$ cat src/rtl/gcd_ctrl.sv
// gcd_ctrl: Moore controller sequencing a subtract-based GCD datapath,
// with a start/busy/done handshake and an iteration-limit watchdog.
module gcd_ctrl #(
   parameter int                ITER_W   = 16,
   parameter logic [ITER_W-1:0] MAX_ITER = '1,
   parameter logic [3:0]        OP_EQ    = 4'd0,
   parameter logic [3:0]        OP_LT    = 4'd1,
   parameter logic [3:0]        OP_SUB   = 4'd2,
   parameter logic [3:0]        OP_RSUB  = 4'd3
) (
   input  logic              clk,
   input  logic              rst,
   input  logic              start,
   input  logic              D_c,
   output logic [3:0]        S,
   output logic              Xs,
   output logic              Ys,
   output logic              Xld,
   output logic              Yld,
   output logic              Dld,
   output logic              busy,
   output logic              done,
   output logic              err,
   output logic [ITER_W-1:0] iter
);
   typedef enum logic [2:0] {IDLE, LOAD, CMP_EQ, CMP_LT, SUB_X, SUB_Y, OUT, DONE} state_e;
   state_e            state_q, state_d;
   logic [ITER_W-1:0] iter_q, iter_d;
   logic              err_q, err_d;
   logic [3:0]        s_q;
   logic              xs_q, ys_q, xld_q, yld_q, dld_q, busy_q, done_q;
   always_comb begin
      state_d = state_q;
      iter_d  = iter_q;
      err_d   = err_q;
      unique case (state_q)
         IDLE: if (start) begin
            state_d = LOAD;
            iter_d  = '0;
            err_d   = 1'b0;
         end
         LOAD:   state_d = CMP_EQ;
         CMP_EQ: state_d = D_c ? OUT : CMP_LT;
         CMP_LT: state_d = D_c ? SUB_Y : SUB_X;
         SUB_X, SUB_Y: begin
            iter_d  = (iter_q == MAX_ITER) ? iter_q : iter_q + 1'b1;
            state_d = (iter_d == MAX_ITER) ? OUT : CMP_EQ;
         end
         // reaching OUT with the counter at its limit can only mean a watchdog exit
         OUT: begin
            state_d = DONE;
            err_d   = err_q | (iter_q == MAX_ITER);
         end
         DONE: state_d = IDLE;
      endcase
   end
   always_ff @(posedge clk) begin
      if (rst) begin
         state_q <= IDLE;
         iter_q  <= '0;
         err_q   <= 1'b0;
         s_q     <= 4'd0;
         xs_q    <= 1'b0;
         ys_q    <= 1'b0;
         xld_q   <= 1'b0;
         yld_q   <= 1'b0;
         dld_q   <= 1'b0;
         busy_q  <= 1'b0;
         done_q  <= 1'b0;
      end else begin
         state_q <= state_d;
         iter_q  <= iter_d;
         err_q   <= err_d;
         s_q     <= (state_d == CMP_EQ || state_d == OUT) ? OP_EQ :
                    (state_d == CMP_LT) ? OP_LT :
                    (state_d == SUB_X)  ? OP_SUB :
                    (state_d == SUB_Y)  ? OP_RSUB : 4'd0;
         xs_q    <= state_d == SUB_X;
         ys_q    <= state_d == SUB_Y;
         xld_q   <= state_d == LOAD || state_d == SUB_X;
         yld_q   <= state_d == LOAD || state_d == SUB_Y;
         dld_q   <= state_d == OUT;
         busy_q  <= state_d != IDLE && state_d != DONE;
         done_q  <= state_d == DONE;
      end
   end
   assign S    = s_q;
   assign Xs   = xs_q;
   assign Ys   = ys_q;
   assign Xld  = xld_q;
   assign Yld  = yld_q;
   assign Dld  = dld_q;
   assign busy = busy_q;
   assign done = done_q;
   assign err  = err_q;
   assign iter = iter_q;
endmodule

$ cat config.mk
export PLATFORM = sky130hd
export DESIGN_NAME = gcd_ctrl
export DESIGN_NICKNAME = d
export VERILOG_FILES = /design/src/rtl/gcd_ctrl.sv
export SDC_FILE = /design/constraint.sdc
export NUM_CORES = 1
export LEC_CHECK = 0
export CORE_ASPECT_RATIO = 0.6
export CORE_MARGIN = 2
export CORE_UTILIZATION = 46
export CTS_CLUSTER_DIAMETER = 120
export DETAILED_ROUTE_END_ITERATION = 7
export HOLD_SLACK_MARGIN = 0.08
export MAX_ROUTING_LAYER = met4
export PLACE_DENSITY = 0.72
export RECOVER_POWER = 50
export SKIP_CTS_REPAIR_TIMING = 1
export SYNTH_ARGS = -nofsm -noshare
export SYNTH_HDL_FRONTEND = slang
export SYNTH_SLANG_ARGS = --single-unit
$ cat constraint.sdc
create_clock -name clk -period 1.8 [get_ports clk]
set_input_delay 0.36 -clock clk [delete_from_list [all_inputs] [get_ports clk]]
set_output_delay 0.36 -clock clk [all_outputs]
set_load 0.05 [all_outputs]
==> results.toml, run 1 <==
[status]
outcome = "finished, violations left"
violations = "negative setup slack"

[global_route]
grtUsageMet1 = 0.396
first_global_vias = 1630
grt_busiest_layer = "met1"
use_met2 = 0.359
track_usage = 0.277
grt_pass1_wl_um = 8200
antenna_found_initial = 0
grt_use_met3 = 0.0917
grt_max_degree = 16
grt_remaining_overflow = 0

[route]
postRouteAntennaNets = 0
drt-total-wl_um = 5990
vias = 2014
drc = 0
drt_iter0_markers = 209
drt_first_pass_iters = 5
viasPerCell = 6.27
avgRoutedWirePerCell_um = 18.7

[cells_and_area]
n_antenna_cell = 0
fin_nets = 280
drive_above_1_share = 0.428
nFillCells = 253
multiInputGateArea_mm2 = 0.00117
syn_to_final_growth_pct = 51.2
design_area_mm2 = 0.00251
layout.cells.non_filler = 321
regArea_um2 = 621

[synth]
synth_edf_count = 0
synthTopCellsByCount = "dfxtp_1, nor2_1, a21oi_1"
yosysWarnings = 0
ys_types = 54
synth_top_area_frac = 0.349
synth-main-ff-cell = "dfxtp_1"
netlist_area_mm2 = 0.00166
syn_avg_cell_area_um2 = 8.11
yosys-top-cells-area = "dfxtp_1, a21oi_1, nor2_1"
synth.largest_area_cell = "dfxtp_1"
async_reset_ff_frac = 0
yosys.cell_count.top_type = "dfxtp_1"
yosysSeqAreaShare = 0.349
synthCells = 205
ys_seq_elements = 29

[floorplanning]
core_mm2 = 0.00336
die_area_mm2 = 0.00412
boundaryPins = 32
num_rows = 16
die_x_um = 81.6
die_h_um = 50.6
initial_utilization = 0.494

[sta]
finalHoldViolCount = 0
max_slew_margin = 0.586
rsz0062_at_grt = "yes"
tightestPinTransition_ns = 0.624
setup_violations = 2
fin_crit_sh = 1.00
layout_min_cycle_time_ns = 1.81
max_freq_mhz = 553
finalWorstSetupSlack_ns = -0.00673
slew_violations = 0
fin_skew_ns = 0.00794
fin_tns_setup_ns = -0.0101

[power_and_ir_drop]
power_density_mw_per_mm2 = 598
p_leak_nw = 0.940
power_w = 0.00150
ir_worst_vdd_uv = 541

[clocking]
insertion_delay_ns = 0.29
clockBufferDepth = 2
clockRootBuffer = "clkbuf_8"
cts.clk_slew.worst_paths_ns = 0.07
tritoncts = "done"
cts_max_level = 2
clock-sinks = 29
numCtsBuffers = 5

[worst_setup_path]
critPathLaunch = "iter[6]"
rr_worst_depth = 7
reg2reg_to = "Dld"
worstSetupEndpointType = "flip-flop"
r2r-start = "iter[6]"
cp_data_required_time_ns = 1.97
rrSetupSlack_ns = -0.007
startpoint_type = "flip-flop"
arrival_ns = 1.98
path_class = "flip-flop to flip-flop"
cp_max_fo = 5
cpMaxStageDelayCell = "o41a_1"
path_cells = "nand4_4 -> buf_4 -> o41a_1 -> a211oi_2 -> nor4_4 -> o2111ai_4 -> a21oi_2"
critPathMaxStageDelay_ns = 0.39
endpoint = "Dld"

[placed_design]
pre_cts_slack_ns = -0.0482
postPlaceCellArea_mm2 = 0.00219
portBuffers = 29
gp_congestion = 1.04
dpl.hpwl_um = 3850
dpl.cell_count = 304

[run]
drv_cap = 0

[min_path]
hp-class = "flip-flop to flip-flop"
min_delay_path_depth = 1
==> state kept, by name (all words and copies together), names as in the netlist <==
register	flops
done	1
state_q	3
Yld	1
S	2
Xld	1
Xs	1
err	1
Ys	1
Dld	1
iter	16
busy	1
==> routing by layer <==
| metal | wire length [um] | vias up | share of wire |
|---|---|---|---|
| met3 | 655 | 18 | 0.11 |
| met5 | 0 | - | 0 |
| met4 | 120 | 0 | 0.020 |
| met1 | 2600 | 956 | 0.43 |
| li1 | - | 913 | - |
| met2 | 2620 | 127 | 0.44 |
==> critical path: cells and delay by family (launching register included) <==
family,cells,cell delay [ns]
DFF,1,0.38
AOI/OAI and AO/OA,4,0.87
and+or+nand+nor,2,0.26
buffers and inverters,1,0.18
==> power by group <==
group          internal, W  leakage, nW  switching [W]  total [W]
clock network     0.000267       0.0482       0.000265   0.000532
logic            0.0000857        0.647       0.000213   0.000299
registers         0.000655        0.245      0.0000164   0.000671
total              0.00101        0.940       0.000494    0.00150
==> worst min path at each step <==
stage / start / end / slack, ns
final: iter[3] / iter[3] / 0.57
after global routing: iter[3] / iter[3] / 0.60
after CTS: iter[13] / iter[13] / 0.57
after detailed placement: iter[13] / iter[13] / 0.56
after global placement: err / err / 0.52
after floorplan: start / busy / 0.55
==> area by class of cell <==
| type | count | area share |
|---|---|---|
| inverter | 4 | 0.00598 |
| timing repair buffer | 81 | 0.225 |
| clock inverter | 3 | 0.00647 |
| multi-input combinational | 154 | 0.466 |
| clock buffer | 5 | 0.0274 |
| tap | 45 | 0.0224 |
| sequential | 29 | 0.247 |
==> logic make-up after synthesis <==
kind of cell               after synthesis  synth area share
AOI/OAI and AO/OA                       68             0.274
xor gates and xnor gates                 1           0.00527
adders and majority gates                1           0.00753
buffers and inverters                   23            0.0858
DFF                                     29             0.349
other                                    1           0.00226
and+or+nand+nor                         82             0.276
==> through the flow <==
stage | utilization | hold slack [ns]
6_report | 0.747 | 0.569
5_1_grt | 0.747 | 0.597
4_1_cts | 0.678 | 0.571
3_5_place_dp | 0.653 | 0.556
3_3_place_gp | 0.653 | 0.524
2_1_floorplan | - | 0.553
==> cell usage in the layout (no fill, tap or decap), drive strengths merged, types with 2 or more instances in the layout <==
cell type	Yosys	layout
and4	3	3
clkinv	0	2
nand2	18	18
a41oi	3	3
a21oi	18	18
buf	11	57
a31oi	7	7
and3	3	3
nor4	5	5
a221oi	2	2
nor2	21	21
a311oi	6	6
nand3	8	8
dfxtp	29	29
nand4	5	5
nor3	8	8
o31ai	3	3
conb	1	2
inv	4	5
dlygate4sd3	0	2
nand2b	3	3
a211oi	7	7
o21ai	11	11
clkbuf	7	26
Note: power is estimated with default switching activity, not from simulation.
==> run 2, diff against run 1 <==
- REMOVE_ABC_BUFFERS: not set -> 1
==> results.toml, run 2 (same netlist as run 1, synthesis figures left out) <==
[global_route]
grt_remaining_overflow = 0
grt_pass1_wl_um = 8360
grt_use_met3 = 0.0755
grt_busiest_layer = "met1"
track_usage = 0.282
first_global_vias = 1664
grtUsageMet1 = 0.416
use_met2 = 0.369
grt_max_degree = 16
antenna_found_initial = 0

[clocking]
numCtsBuffers = 5
clock-sinks = 29
cts.clk_slew.worst_paths_ns = 0.06
tritoncts = "done"
cts_max_level = 2
clockRootBuffer = "clkbuf_8"
clockBufferDepth = 2
insertion_delay_ns = 0.29

[power_and_ir_drop]
netSwitchingPower_w = 0.000481
power_density_mw_per_mm2 = 630
power_w = 0.00159
ir_worst_vdd_uv = 487
p_int_w = 0.00110
p_leak_nw = 0.986
clkPwrFrac = 0.384
swShare = 0.303
seqPwrFrac = 0.433
pwr-share-comb = 0.183

[sta]
max_freq_mhz = 539
rsz0062_at_grt = "yes"
fin_skew_ns = 0.00421
setup_violations = 3
finalHoldViolCount = 0
fin_crit_sh = 1.03
timing.hold.ws_ns = 0.552
tightestPinTransition_ns = 0.678
max_slew_margin = 0.548
finalWorstSetupSlack_ns = -0.0544
layout_min_cycle_time_ns = 1.85
slew_violations = 0

[cells_and_area]
fin_nets = 286
nFillCells = 233
layout_commonest_cell = "buf_4"
layout.cells.non_filler = 327
largest_reg_flops = 16
n_antenna_cell = 0
final_cell_mix = "buf_4, dfxtp_1, nor2_1, nand2_1, a21oi_1"
final_util = 0.749
syn_to_final_growth_pct = 51.7
drive_above_1_share = 0.401

[floorplanning]
die_x_um = 81.6
initial_utilization = 0.494
die_h_um = 50.6
core_mm2 = 0.00336
num_rows = 16
die_area_mm2 = 0.00412
boundaryPins = 32

[placed_design]
dpl.cell_count = 316
gp_congestion = 1.01
dpl.hpwl_um = 3880
portBuffers = 29
pre_cts_slack_ns = -0.128

[min_path]
hp-class = "flip-flop to flip-flop"

[worst_setup_path]
cp_data_required_time_ns = 2.02
path_class = "flip-flop to flip-flop"
startpoint_type = "flip-flop"
cp_max_fo = 4
worstSetupEndpointType = "flip-flop"
arrival_ns = 2.07

[route]
drt-total-wl_um = 5600
drc = 0
viasPerCell = 5.99
postRouteAntennaNets = 0
vias = 1959
drt_first_pass_iters = 5
drt_iter0_markers = 166
avgRoutedWirePerCell_um = 17.1

[status]
outcome = "finished, violations left"
violations = "negative setup slack"

[run]
drv_cap = 0
-- run 2: changes by cell type in the layout (fill, tap and decap cells not counted), sizes merged --
cell	previous run	this run
inv	5	4
buf	57	68
clkdlybuf4s50	1	2
clkinv	2	1
clkbuf	26	22
-- run 2: cell type report --
| class | count | area (um^2) | area share |
|---|---|---|---|
| Inverter | 4 | 15.0 | 0.00596 |
| Sequential cell | 29 | 593 | 0.235 |
| Multi-Input combinational cell | 154 | 1080 | 0.428 |
| Clock inverter | 1 | 5.00 | 0.00199 |
| Timing Repair Buffer | 87 | 677 | 0.269 |
| Tap cell | 45 | 56.3 | 0.0223 |
| Clock buffer | 7 | 96.3 | 0.0382 |
-- run 2: path summary, 6_finish.rpt --
| kind | from | end | slack (ns) | cells past startpoint |
|---|---|---|---|---|
| setup / recovery | iter[11] | state_q[2] | -0.05 | 7 |
| hold / removal | err | err | 0.55 | 2 |
| setup reg to reg | iter[11] | state_q[2] | -0.05 | 7 |
| hold reg to reg | err | err | 0.55 | 2 |
-- run 2: metal layers --
layer	vias to the layer above	part of all wire
met5	-	0
met4	0	0.015
met3	12	0.10
met2	114	0.44
met1	909	0.45
li1	924	-
-- run 2: through the flow --
stage	TNS, ns	cell area (um^2)
global placement	-0.0671	2300
detailed placement	-0.541	2300
finish	-0.118	2520
floorplan	-4.34	1540
global route	-0.456	2520
CTS	-0.516	2400
-- run 2: power by group through the flow --
stage	logic, W	registers [W]	clock network, W
final	0.000290	0.000687	0.000609
after global routing	0.000313	0.000689	0.000652
after CTS	0.000290	0.000686	0.000607
after detailed placement	0.000288	0.000700	0
after global placement	0.000281	0.000698	0
after floorplan	0.000108	0.000760	0
-- run 2: worst max-delay path: stages (launching register included) --
cell	delay, ns
dfxtp_2	0.34
nand4_1	0.12
buf_6	0.16
nor4_4	0.27
o21ai_1	0.12
nor4_2	0.37
o2111ai_2	0.22
a21oi_1	0.19
==> run 3, diff against run 2 <==
- REMOVE_ABC_BUFFERS: 1 -> not set
==> results of run 3 <==
Final layout, timing and power as in run 1 (identical DEF).
